<file path="config.mk">
export PLATFORM = sky130hd
export DESIGN_NAME = btn_updown_counter_flat
export DESIGN_NICKNAME = d
export VERILOG_FILES = /design/src/rtl/p1_pkg.sv /design/src/rtl/btn_updown_counter_if.sv /design/src/rtl/btn_debounce.sv /design/src/rtl/btn_updown_counter.sv /design/src/flat_wrapper.sv
export SDC_FILE = /design/constraint.sdc
export NUM_CORES = 1
export LEC_CHECK = 0
export CAP_MARGIN = 10
export CORE_AREA = 10 10 91 109
export DETAILED_ROUTE_END_ITERATION = 8
export DIE_AREA = 0 0 101 119
export PLACE_DENSITY = 0.6
export SYNTH_ARGS = -nofsm -noshare
export SYNTH_HDL_FRONTEND = slang
export SYNTH_SLANG_ARGS = --single-unit
</file>
<file path="constraint.sdc">
create_clock -name clk -period 2.5 [get_ports clk]
set_input_delay 0.625 -clock clk [delete_from_list [all_inputs] [get_ports clk]]
set_output_delay 0.625 -clock clk [all_outputs]
set_load 0.005 [all_outputs]
</file>
<file path="src/rtl/p1_pkg.sv">
// Shared definitions for the button up/down counter.
//   NUM_W       - width of the displayed count
//   NUM_MAX     - largest count value
//   deb_state_e - per-button debounce FSM states
package p1_pkg;

    localparam int unsigned        NUM_W   = 4;
    localparam logic [NUM_W-1:0]   NUM_MAX = 4'd15;

    typedef enum logic [1:0] {
        IDLE    = 2'd0,
        CHK_P   = 2'd1,
        PRESSED = 2'd2,
        CHK_R   = 2'd3
    } deb_state_e;

endpackage

</file>
<file path="src/rtl/btn_updown_counter_if.sv">
// Signal bundle between the counter and its environment.
//   btn_up_n / btn_dn_n : raw active-low pushbuttons (into the counter)
//   clr                 : synchronous clear (into the counter)
//   num                 : registered count 0..15
//   up_pulse / dn_pulse : one-clock strobes per accepted press
//   at_max / at_min     : registered flags for num==15 / num==0
// master drives the buttons and clear; slave is the counter itself.
interface btn_updown_counter_if;
    import p1_pkg::*;

    logic             btn_up_n;
    logic             btn_dn_n;
    logic             clr;
    logic [NUM_W-1:0] num;
    logic             up_pulse;
    logic             dn_pulse;
    logic             at_max;
    logic             at_min;

    modport master (
        output btn_up_n, btn_dn_n, clr,
        input  num, up_pulse, dn_pulse, at_max, at_min
    );

    modport slave (
        input  btn_up_n, btn_dn_n, clr,
        output num, up_pulse, dn_pulse, at_max, at_min
    );

endinterface

</file>
<file path="src/rtl/btn_debounce.sv">
// Debouncer for one raw active-low pushbutton: 2-flop synchronizer, debounce FSM
// with a stable-sample counter, and a one-clock pulse per accepted press.
//   clk    : system clock
//   rst_n  : asynchronous active-low reset
//   btn_n  : raw, bouncing, active-low button
//   pulse  : one-clock strobe on the clock the FSM enters PRESSED
// DEB_CYCLES (>= 2) is the number of consecutive synced samples needed to accept
// a level change.
module btn_debounce
    import p1_pkg::*;
#(
    parameter int unsigned DEB_CYCLES = 500000
) (
    input  logic clk,
    input  logic rst_n,
    input  logic btn_n,
    output logic pulse
);

    localparam int unsigned     CNT_W    = $clog2(DEB_CYCLES);
    // The sample taken when leaving IDLE/PRESSED counts as the first of the
    // DEB_CYCLES stable samples, so the counter tops out one short of DEB_CYCLES-1.
    localparam logic [CNT_W-1:0] CNT_LAST = CNT_W'(DEB_CYCLES - 2);

    logic             sync1_q, sync2_q;
    logic             pressed;
    deb_state_e       state_q, state_d;
    logic [CNT_W-1:0] cnt_q, cnt_d;
    logic             pulse_q, pulse_d;

    // Synchronizer resets to the released level so reset release cannot look like a press.
    always_ff @(posedge clk or negedge rst_n) begin
        if (!rst_n) begin
            sync1_q <= 1'b1;
            sync2_q <= 1'b1;
        end else begin
            sync1_q <= btn_n;
            sync2_q <= sync1_q;
        end
    end

    assign pressed = ~sync2_q;

    always_comb begin
        state_d = state_q;
        cnt_d   = cnt_q;
        case (state_q)
            IDLE: begin
                if (pressed) begin
                    state_d = CHK_P;
                    cnt_d   = '0;
                end
            end
            CHK_P: begin
                if (!pressed) begin
                    state_d = IDLE;
                end else if (cnt_q == CNT_LAST) begin
                    state_d = PRESSED;
                end else begin
                    cnt_d = cnt_q + 1'b1;
                end
            end
            PRESSED: begin
                if (!pressed) begin
                    state_d = CHK_R;
                    cnt_d   = '0;
                end
            end
            CHK_R: begin
                if (pressed) begin
                    state_d = PRESSED;
                end else if (cnt_q == CNT_LAST) begin
                    state_d = IDLE;
                end else begin
                    cnt_d = cnt_q + 1'b1;
                end
            end
            default: state_d = IDLE;
        endcase
    end

    // Only a fresh press pulses; bounce on release (CHK_R -> PRESSED) must not repeat.
    assign pulse_d = (state_q == CHK_P) && (state_d == PRESSED);

    always_ff @(posedge clk or negedge rst_n) begin
        if (!rst_n) begin
            state_q <= IDLE;
            cnt_q   <= '0;
            pulse_q <= 1'b0;
        end else begin
            state_q <= state_d;
            cnt_q   <= cnt_d;
            pulse_q <= pulse_d;
        end
    end

    assign pulse = pulse_q;

endmodule

</file>
<file path="src/rtl/btn_updown_counter.sv">
// 4-bit up/down counter driven by two debounced pushbuttons.
//   clk   : system clock
//   rst_n : asynchronous active-low reset
//   bus   : slave side of btn_updown_counter_if (buttons, clr, num, pulses, flags)
// DEB_CYCLES sets the debounce acceptance length; WRAP selects wrap-around (1)
// or saturation (0) at the 0/15 limits.
module btn_updown_counter
    import p1_pkg::*;
#(
    parameter int unsigned DEB_CYCLES = 500000,
    parameter bit          WRAP       = 1'b1
) (
    input  logic                 clk,
    input  logic                 rst_n,
    btn_updown_counter_if.slave  bus
);

    logic             up_pulse, dn_pulse;
    logic [NUM_W-1:0] num_q, num_d;
    logic             at_max_q, at_min_q;

    btn_debounce #(
        .DEB_CYCLES (DEB_CYCLES)
    ) u_deb_up (
        .clk   (clk),
        .rst_n (rst_n),
        .btn_n (bus.btn_up_n),
        .pulse (up_pulse)
    );

    btn_debounce #(
        .DEB_CYCLES (DEB_CYCLES)
    ) u_deb_dn (
        .clk   (clk),
        .rst_n (rst_n),
        .btn_n (bus.btn_dn_n),
        .pulse (dn_pulse)
    );

    // Priority: clr, then simultaneous up+dn (no change), then up, then down.
    always_comb begin
        num_d = num_q;
        if (bus.clr) begin
            num_d = '0;
        end else if (up_pulse && dn_pulse) begin
            num_d = num_q;
        end else if (up_pulse) begin
            if (num_q == NUM_MAX) begin
                num_d = WRAP ? '0 : NUM_MAX;
            end else begin
                num_d = num_q + 1'b1;
            end
        end else if (dn_pulse) begin
            if (num_q == '0) begin
                num_d = WRAP ? NUM_MAX : '0;
            end else begin
                num_d = num_q - 1'b1;
            end
        end
    end

    // Flags are computed from num_d so they land on the same edge as num.
    always_ff @(posedge clk or negedge rst_n) begin
        if (!rst_n) begin
            num_q    <= '0;
            at_max_q <= 1'b0;
            at_min_q <= 1'b1;
        end else begin
            num_q    <= num_d;
            at_max_q <= (num_d == NUM_MAX);
            at_min_q <= (num_d == '0);
        end
    end

    assign bus.num      = num_q;
    assign bus.at_max   = at_max_q;
    assign bus.at_min   = at_min_q;
    assign bus.up_pulse = up_pulse;
    assign bus.dn_pulse = dn_pulse;

endmodule
</file>
<file path="src/flat_wrapper.sv">
// flat-port wrapper written by rule: the top's interface ports become plain ports
module btn_updown_counter_flat import p1_pkg::*;
#(
    parameter int unsigned DEB_CYCLES = 500000,
    parameter bit          WRAP       = 1'b1
)
  (clk, rst_n, bus_btn_up_n, bus_btn_dn_n, bus_clr, bus_num, bus_up_pulse, bus_dn_pulse, bus_at_max, bus_at_min);
  btn_updown_counter_if bus_i ();
  input  logic clk;
  input  logic rst_n;
  input wire logic [$bits(bus_i.btn_up_n)-1:0] bus_btn_up_n;
  input wire logic [$bits(bus_i.btn_dn_n)-1:0] bus_btn_dn_n;
  input wire logic [$bits(bus_i.clr)-1:0] bus_clr;
  output wire logic [$bits(bus_i.num)-1:0] bus_num;
  output wire logic [$bits(bus_i.up_pulse)-1:0] bus_up_pulse;
  output wire logic [$bits(bus_i.dn_pulse)-1:0] bus_dn_pulse;
  output wire logic [$bits(bus_i.at_max)-1:0] bus_at_max;
  output wire logic [$bits(bus_i.at_min)-1:0] bus_at_min;
  assign bus_i.btn_up_n = bus_btn_up_n;
  assign bus_i.btn_dn_n = bus_btn_dn_n;
  assign bus_i.clr = bus_clr;
  assign bus_num = bus_i.num;
  assign bus_up_pulse = bus_i.up_pulse;
  assign bus_dn_pulse = bus_i.dn_pulse;
  assign bus_at_max = bus_i.at_max;
  assign bus_at_min = bus_i.at_min;
  btn_updown_counter #(.DEB_CYCLES(DEB_CYCLES), .WRAP(WRAP)) u_core (.clk(clk), .rst_n(rst_n), .bus(bus_i));
endmodule
</file>
==> results of run 1 <==
registers in the layout, summed over array words and instances (netlist names):
name and count:
u_core.u_deb_dn.cnt_q 19, u_core.u_deb_up.sync1_q 1, u_core.u_deb_up.sync2_q 1, u_core.u_deb_dn.sync1_q 1, u_core.u_deb_dn.state_q 2, u_core.u_deb_up.cnt_q 19
u_core.bus.num 4, u_core.u_deb_up.pulse 1, u_core.bus.at_max 1, u_core.u_deb_up.state_q 2, u_core.bus.at_min 1, u_core.u_deb_dn.pulse 1
u_core.u_deb_dn.sync2_q 1
critical path: stages, from the launching register on:
cell and delay [ns]:
dfrtp_1 0.47, nor4_1 0.34, nand4_1 0.18, o41ai_2 0.67
buf_4 0.33, nand2_1 0.07, o211ai_1 0.09
where the power goes:
group	total (W)	internal, W	switching, W
Clock	0.000624	0.000304	0.000319
Combinational	0.000128	0.0000474	0.0000801
Sequential	0.000955	0.000907	0.0000476
Total	0.00171	0.00126	0.000447
cells by family (layout without fill, tap and decap cells):
kind of cell             after synthesis  count (layout)
flip-flops                            54              54
multiplexers                           9               9
XOR/XNOR                               9               9
buffers and inverters                 30              44
AO/OA/AOI/OAI                         64              64
adder cells (fa/ha/maj)                6               6
AND/OR/NAND/NOR                      162             162
worst max path at each step:
stage                                             to                                 start  slack, ns
2_1_floorplan   u_core.u_deb_up.cnt_q[1]$_DFFE_PN0P_  u_core.u_deb_up.cnt_q[7]$_DFFE_PN0P_       0.76
3_3_place_gp   u_core.u_deb_up.cnt_q[16]$_DFFE_PN0P_  u_core.u_deb_up.cnt_q[7]$_DFFE_PN0P_       0.44
3_5_place_dp   u_core.u_deb_up.cnt_q[16]$_DFFE_PN0P_  u_core.u_deb_up.cnt_q[7]$_DFFE_PN0P_       0.30
4_1_cts        u_core.u_deb_up.cnt_q[16]$_DFFE_PN0P_  u_core.u_deb_up.cnt_q[7]$_DFFE_PN0P_       0.27
5_1_grt        u_core.u_deb_up.cnt_q[16]$_DFFE_PN0P_  u_core.u_deb_up.cnt_q[7]$_DFFE_PN0P_       0.05
6_report       u_core.u_deb_up.cnt_q[16]$_DFFE_PN0P_  u_core.u_deb_up.cnt_q[7]$_DFFE_PN0P_       0.29
per-stage QoR:
step | utilization, % | setup WS [ns]
CTS | 42.8 | 0.274
detailed placement | 41.4 | 0.297
global placement | 41.4 | 0.438
finish | 42.8 | 0.287
global route | 42.8 | 0.0459
floorplan | - | 0.756
synthesized netlist by cell type (2+ instances only):
| cell | number |
|---|---|
| dfrtp_1 | 49 |
| dfstp_2 | 5 |
| nand2b_1 | 6 |
| inv_1 | 11 |
| or2_2 | 2 |
| and2_1 | 6 |
| or4_1 | 5 |
| o41ai_1 | 5 |
| a31oi_1 | 8 |
| nand4b_1 | 2 |
| clkbuf_2 | 2 |
| and4_1 | 3 |
| o21ai_2 | 3 |
| clkbuf_1 | 7 |
| nor2b_1 | 4 |
| nor2_1 | 22 |
| and3_1 | 9 |
| mux2i_1 | 9 |
| nand3_1 | 23 |
| a22o_1 | 4 |
| nor3_1 | 9 |
| nand3_2 | 2 |
| inv_2 | 2 |
| o21ai_1 | 6 |
| nor4_1 | 7 |
| ha_1 | 6 |
| buf_6 | 2 |
| xnor2_1 | 3 |
| nor4b_1 | 3 |
| nand4_1 | 15 |
| nand2_1 | 38 |
| buf_4 | 4 |
| a21oi_1 | 10 |
| xor2_1 | 6 |
| o31ai_1 | 7 |
| and3_2 | 2 |
| o21ai_0 | 12 |
layer usage:
layer  vias to the layer above  routed length [um]
met5                         -                   0
met4                         0                  84
met3                         6                 243
met2                        43                3390
met1                      1205                3120
li1                       1239                   -
final cells by class:
cell class | instances | area, um^2
clock buffer | 5 | 68.8
inverter | 13 | 48.8
multi-input combinational | 250 | 1540
clock inverter | 3 | 47.5
fill | 773 | 4510
timing repair buffer | 23 | 198
sequential | 54 | 1360
tap | 95 | 119
==> impl_metrics.toml, run 1 <==
[critical_path]
reg2reg_slack_ns = 0.29
r2r_cells = 6
crit_type = "register to register"
r2r-end = "u_core.u_deb_up.cnt_q[16]$_DFFE_PN0P_"
critPathCaptureType = "register"
r2r-start = "u_core.u_deb_up.cnt_q[7]$_DFFE_PN0P_"
worstPathMaxFanout = 14
start_kind = "register"
crit_arrival_ns = 2.45
required_ns = 2.74

[synthesis]
synthTopCellsByArea = "dfrtp_1, nand2_1, dfstp_2, nand3_1, nand4_1"
ys_warn_count = 0
async_flop_share_pct = 100
syn_nets = 345
seq_area_frac_synth_pct = 44.4
ys_types = 52
synth_area_leader_cell = "dfrtp_1"
synth_area_per_cell_um2 = 9.16
ys_seq_elements = 54
synthXorXnorAreaFrac_pct = 2.58
synth_mux_area_share_pct = 2.95
synth_flop_cell = "dfrtp_1"
synthSimpleGateAreaFrac_pct = 28.4
synth_fa_ha_area_share_pct = 2.45
synth-edff-count = 0
synth_top_area_share_pct = 40.1
synth_compound_area_share_pct = 14.0
synth_top_family_by_area = "simple AND/OR/NAND/NOR gates"
syn_area_um2 = 3060
postSynthCellCount = 334

[timing]
max-slew-margin-rel_pct = 55.7
min_period_ns = 2.21
post-route-period-util_pct = 88.5
hold_viol = 0
worst_pin_slew_ns = 0.658
grt_setup_unrepaired = "false"
max_freq_mhz = 452
drv_slew = 0
skew_ns = 0.0125
fin_tns_setup_ns = 0
hold-worst-slack_ns = 0.298
setup-violations-final = 0

[layout]
drive_gt1_share_pct = 11.5
antenna_cells = 0
syn_to_final_growth_pct = 10.4
final_area_um2 = 3380
fin_nets = 358
mostFrequentLayoutCells = "dfrtp_1, nand2_1, nand3_1"
layoutNonFillerInstCount = 443
layout_commonest_cell = "dfrtp_1"

[flow_run]
cap_violations = 0

[global_route]
grt_usage_pct = 11.9
antenna_found_initial = 0
grtUsageMet2_pct = 18.9
gr-usage-met3_pct = 2.72
grt_pass1_wl_mm = 12.1
grt_pass1_vias = 2482
busiest_layer = "met2"
grt-ovfl-total = 0
grtUsageMet1_pct = 15.3
grt_max_degree = 31

[floorplanning]
die_w_um = 101
coreArea_um2 = 7880
die_h_um = 119
rows = 36
pin_count = 13
initial_core_util_pct = 38.8
die-area_um2 = 12000

[clocking]
cts_resized = 0
cts_buffers = 5
insertion_delay_ns = 0.31
clkTransAtPathRegs_ns = 0.11
cts_setup_buffers = 0
cts_hold_buf = 0
cts_tree = "built"
root_buffer = "clkbuf_8"
clockBufferDepth = 2
clock_sinks = 54
cts_htree_levels = 2

[outcome]
status = "finished, final reports clean"

[detailed_routing]
drtIter0Drc = 86
route.detailed.drc = 0
num_vias = 2493
postRouteAntennaNets = 0
wl_mm = 6.84
drtPass1Iterations = 4
route.detailed.wl_per_inst_um = 15.4
vias_per_cell = 5.63

[worst_hold_path]
min-delay-path-class = "input pin to asynchronous set/reset pin"

[place]
placed_cell_area_um2 = 3260
port-buffer-count = 12
placed_cells = 435
finalWeightedCongestion = 0.819
dpl.hpwl_mm = 4.81

[power]
power_w = 0.00171
peakVddDrop_uv = 217
cellPowerDensity_nw_per_um2 = 505
p_leak_nw = 1.43
Power figures use the tool's default switching activity.
==> run 2, diff against run 1 <==
- CORE_AREA: 10 10 91 109 -> 2 2 83 101
- CTS_CLUSTER_DIAMETER: not set -> 150
- DIE_AREA: 0 0 101 119 -> 0 0 85 103
==> impl_metrics.toml, run 2 (synthesized netlist as in run 1, its figures left out) <==
[critical_path]
start_kind = "register"
path_cells = "clkdlybuf4s50_1"
worst_path_largest_cell_delay_ns = 0.57
worstPathMaxFanout = 9
required_ns = 1.88
critPathBufInv = 1
crit_type = "register to output pin"
crit_arrival_ns = 1.41
slowest_stage = "clkdlybuf4s50_1"
path_delay_family = "buffers and inverters"
critPathCaptureType = "output pin"

[clocking]
clock_sinks = 54
cts_buffers = 5
cts_hold_buf = 0
clkTransAtPathRegs_ns = 0.11
clockBufferDepth = 2
cts_resized = 0
cts_setup_buffers = 0
insertion_delay_ns = 0.31
cts_tree = "built"
cts_htree_levels = 2
root_buffer = "clkbuf_8"

[power]
combPwrFrac_pct = 7.8
p_sw_w = 0.000427
cellPowerDensity_nw_per_um2 = 479
peakVddDrop_uv = 268
switching_share_pct = 26.5
seq_power_share_pct = 59.4
p_leak_nw = 1.42
p_int_w = 0.00119
clock_power_share_pct = 32.8

[global_route]
grt_max_degree = 43
grt_usage_pct = 16.3
grt-ovfl-total = 0
antenna_found_initial = 0
grt_pass1_wl_mm = 11.7
grt_pass1_vias = 2502

[detailed_routing]
vias_per_cell = 5.77
postRouteAntennaNets = 0
wl_mm = 6.67
num_vias = 2549
route.detailed.drc = 0
route.detailed.wl_per_inst_um = 15.1
drtPass1Iterations = 4
drtIter0Drc = 108

[timing]
skew_ns = 0.0134
setup-violations-final = 0
min_period_ns = 2.04
max-slew-margin-rel_pct = 64.8
drv_slew = 0
fin_ws_ns = 0.464
grt_setup_unrepaired = "false"
fin_tns_setup_ns = 0
max_freq_mhz = 491
worst_pin_slew_ns = 0.524
post-route-period-util_pct = 81.4
hold_viol = 0

[layout]
antenna_cells = 0
syn_to_final_growth_pct = 10.0
layoutNonFillerInstCount = 442
fin_nets = 357
layout_commonest_cell = "dfrtp_1"
drive_gt1_share_pct = 11.2
fin_util_pct = 42.7
mostFrequentLayoutCells = "dfrtp_1, nand2_1, nand3_1"

[floorplanning]
die_h_um = 103
coreArea_um2 = 7880
initial_core_util_pct = 38.8
die_w_um = 85
die-area_um2 = 8760
pin_count = 13
rows = 36

[flow_run]
cap_violations = 0

[outcome]
status = "finished, final reports clean"

[place]
finalWeightedCongestion = 0.867
dpl.hpwl_mm = 4.82
dp_slack_ns = 0.519
port-buffer-count = 12
placed_cells = 434

[worst_hold_path]
min-delay-path-class = "input pin to asynchronous set/reset pin"
## run 2: cell count changes in the layout (fill, tap and decap cells not counted), sizes merged
cell,previous run,this run
buf,12,11
bufinv,1,0
clkbuf,5,6
clkinv,1,0
clkinvlp,0,1
## run 2: final cells by class
class / count / area, um^2
inverters: 13 / 48.8
well taps: 95 / 119
multi-input cells: 250 / 1540
clock inverters: 2 / 16.3
clock buffers: 6 / 82.6
fillers: 760 / 4520
flip-flops and latches: 54 / 1360
repair buffers: 22 / 203
## run 2: path summary, 6_finish.rpt
| path | start | to | slack, ns | depth (start not counted) |
|---|---|---|---|---|
| setup / recovery | u_core.u_deb_dn.pulse$_DFF_PN0_ | bus_dn_pulse | 0.46 | 1 |
| hold reg to reg | u_core.u_deb_dn.sync1_q$_DFF_PN1_ | u_core.u_deb_dn.sync2_q$_DFF_PN1_ | 0.37 | 0 |
| setup reg to reg | u_core.u_deb_dn.cnt_q[11]$_DFFE_PN0P_ | u_core.u_deb_dn.cnt_q[12]$_DFFE_PN0P_ | 0.48 | 6 |
| hold / removal | rst_n | u_core.u_deb_dn.cnt_q[1]$_DFFE_PN0P_ | 0.19 | 1 |
| max in group asynchronous | rst_n | u_core.u_deb_up.sync2_q$_DFF_PN1_ | 1.70 | 2 |
| min in group clk | u_core.u_deb_dn.sync1_q$_DFF_PN1_ | u_core.u_deb_dn.sync2_q$_DFF_PN1_ | 0.37 | 0 |
## run 2: power by group through the flow
stage | combinational (W) | sequential (W) | clock, W
floorplan | 0.0000899 | 0.000953 | 0
global placement | 0.000127 | 0.000974 | 0
detailed placement | 0.000129 | 0.000975 | 0
CTS | 0.000130 | 0.000958 | 0.000553
global route | 0.000145 | 0.000965 | 0.000579
finish | 0.000126 | 0.000958 | 0.000528
## run 2: layer usage
| metal | wire length, um | track usage (%) | vias up | share of wire (%) |
|---|---|---|---|---|
| met3 | 184 | 2.96 | 10 | 2.8 |
| met1 | 3030 | 20.5 | 1249 | 45 |
| met5 | 0 | 0 | - | 0 |
| met4 | 91 | 5.37 | 0 | 1.4 |
| li1 | - | - | 1242 | - |
| met2 | 3370 | 28.4 | 48 | 50 |
## run 2: worst reg2reg max path, delay by kind of cell (launching register included)
family / cells / cell delay (ns)
flip-flops: 1 / 0.45
buffers and inverters: 1 / 0.10
AO/OA/AOI/OAI: 2 / 0.48
AND/OR/NAND/NOR: 3 / 0.87
## run 2: stage by stage
stage	hold slack (ns)	area, um^2	total power [W]
finish	0.193	3360	0.00161
global route	0.199	3360	0.00169
floorplan	0.329	3060	0.00104
global placement	0.353	3270	0.00110
CTS	0.199	3360	0.00164
detailed placement	0.354	3270	0.00110
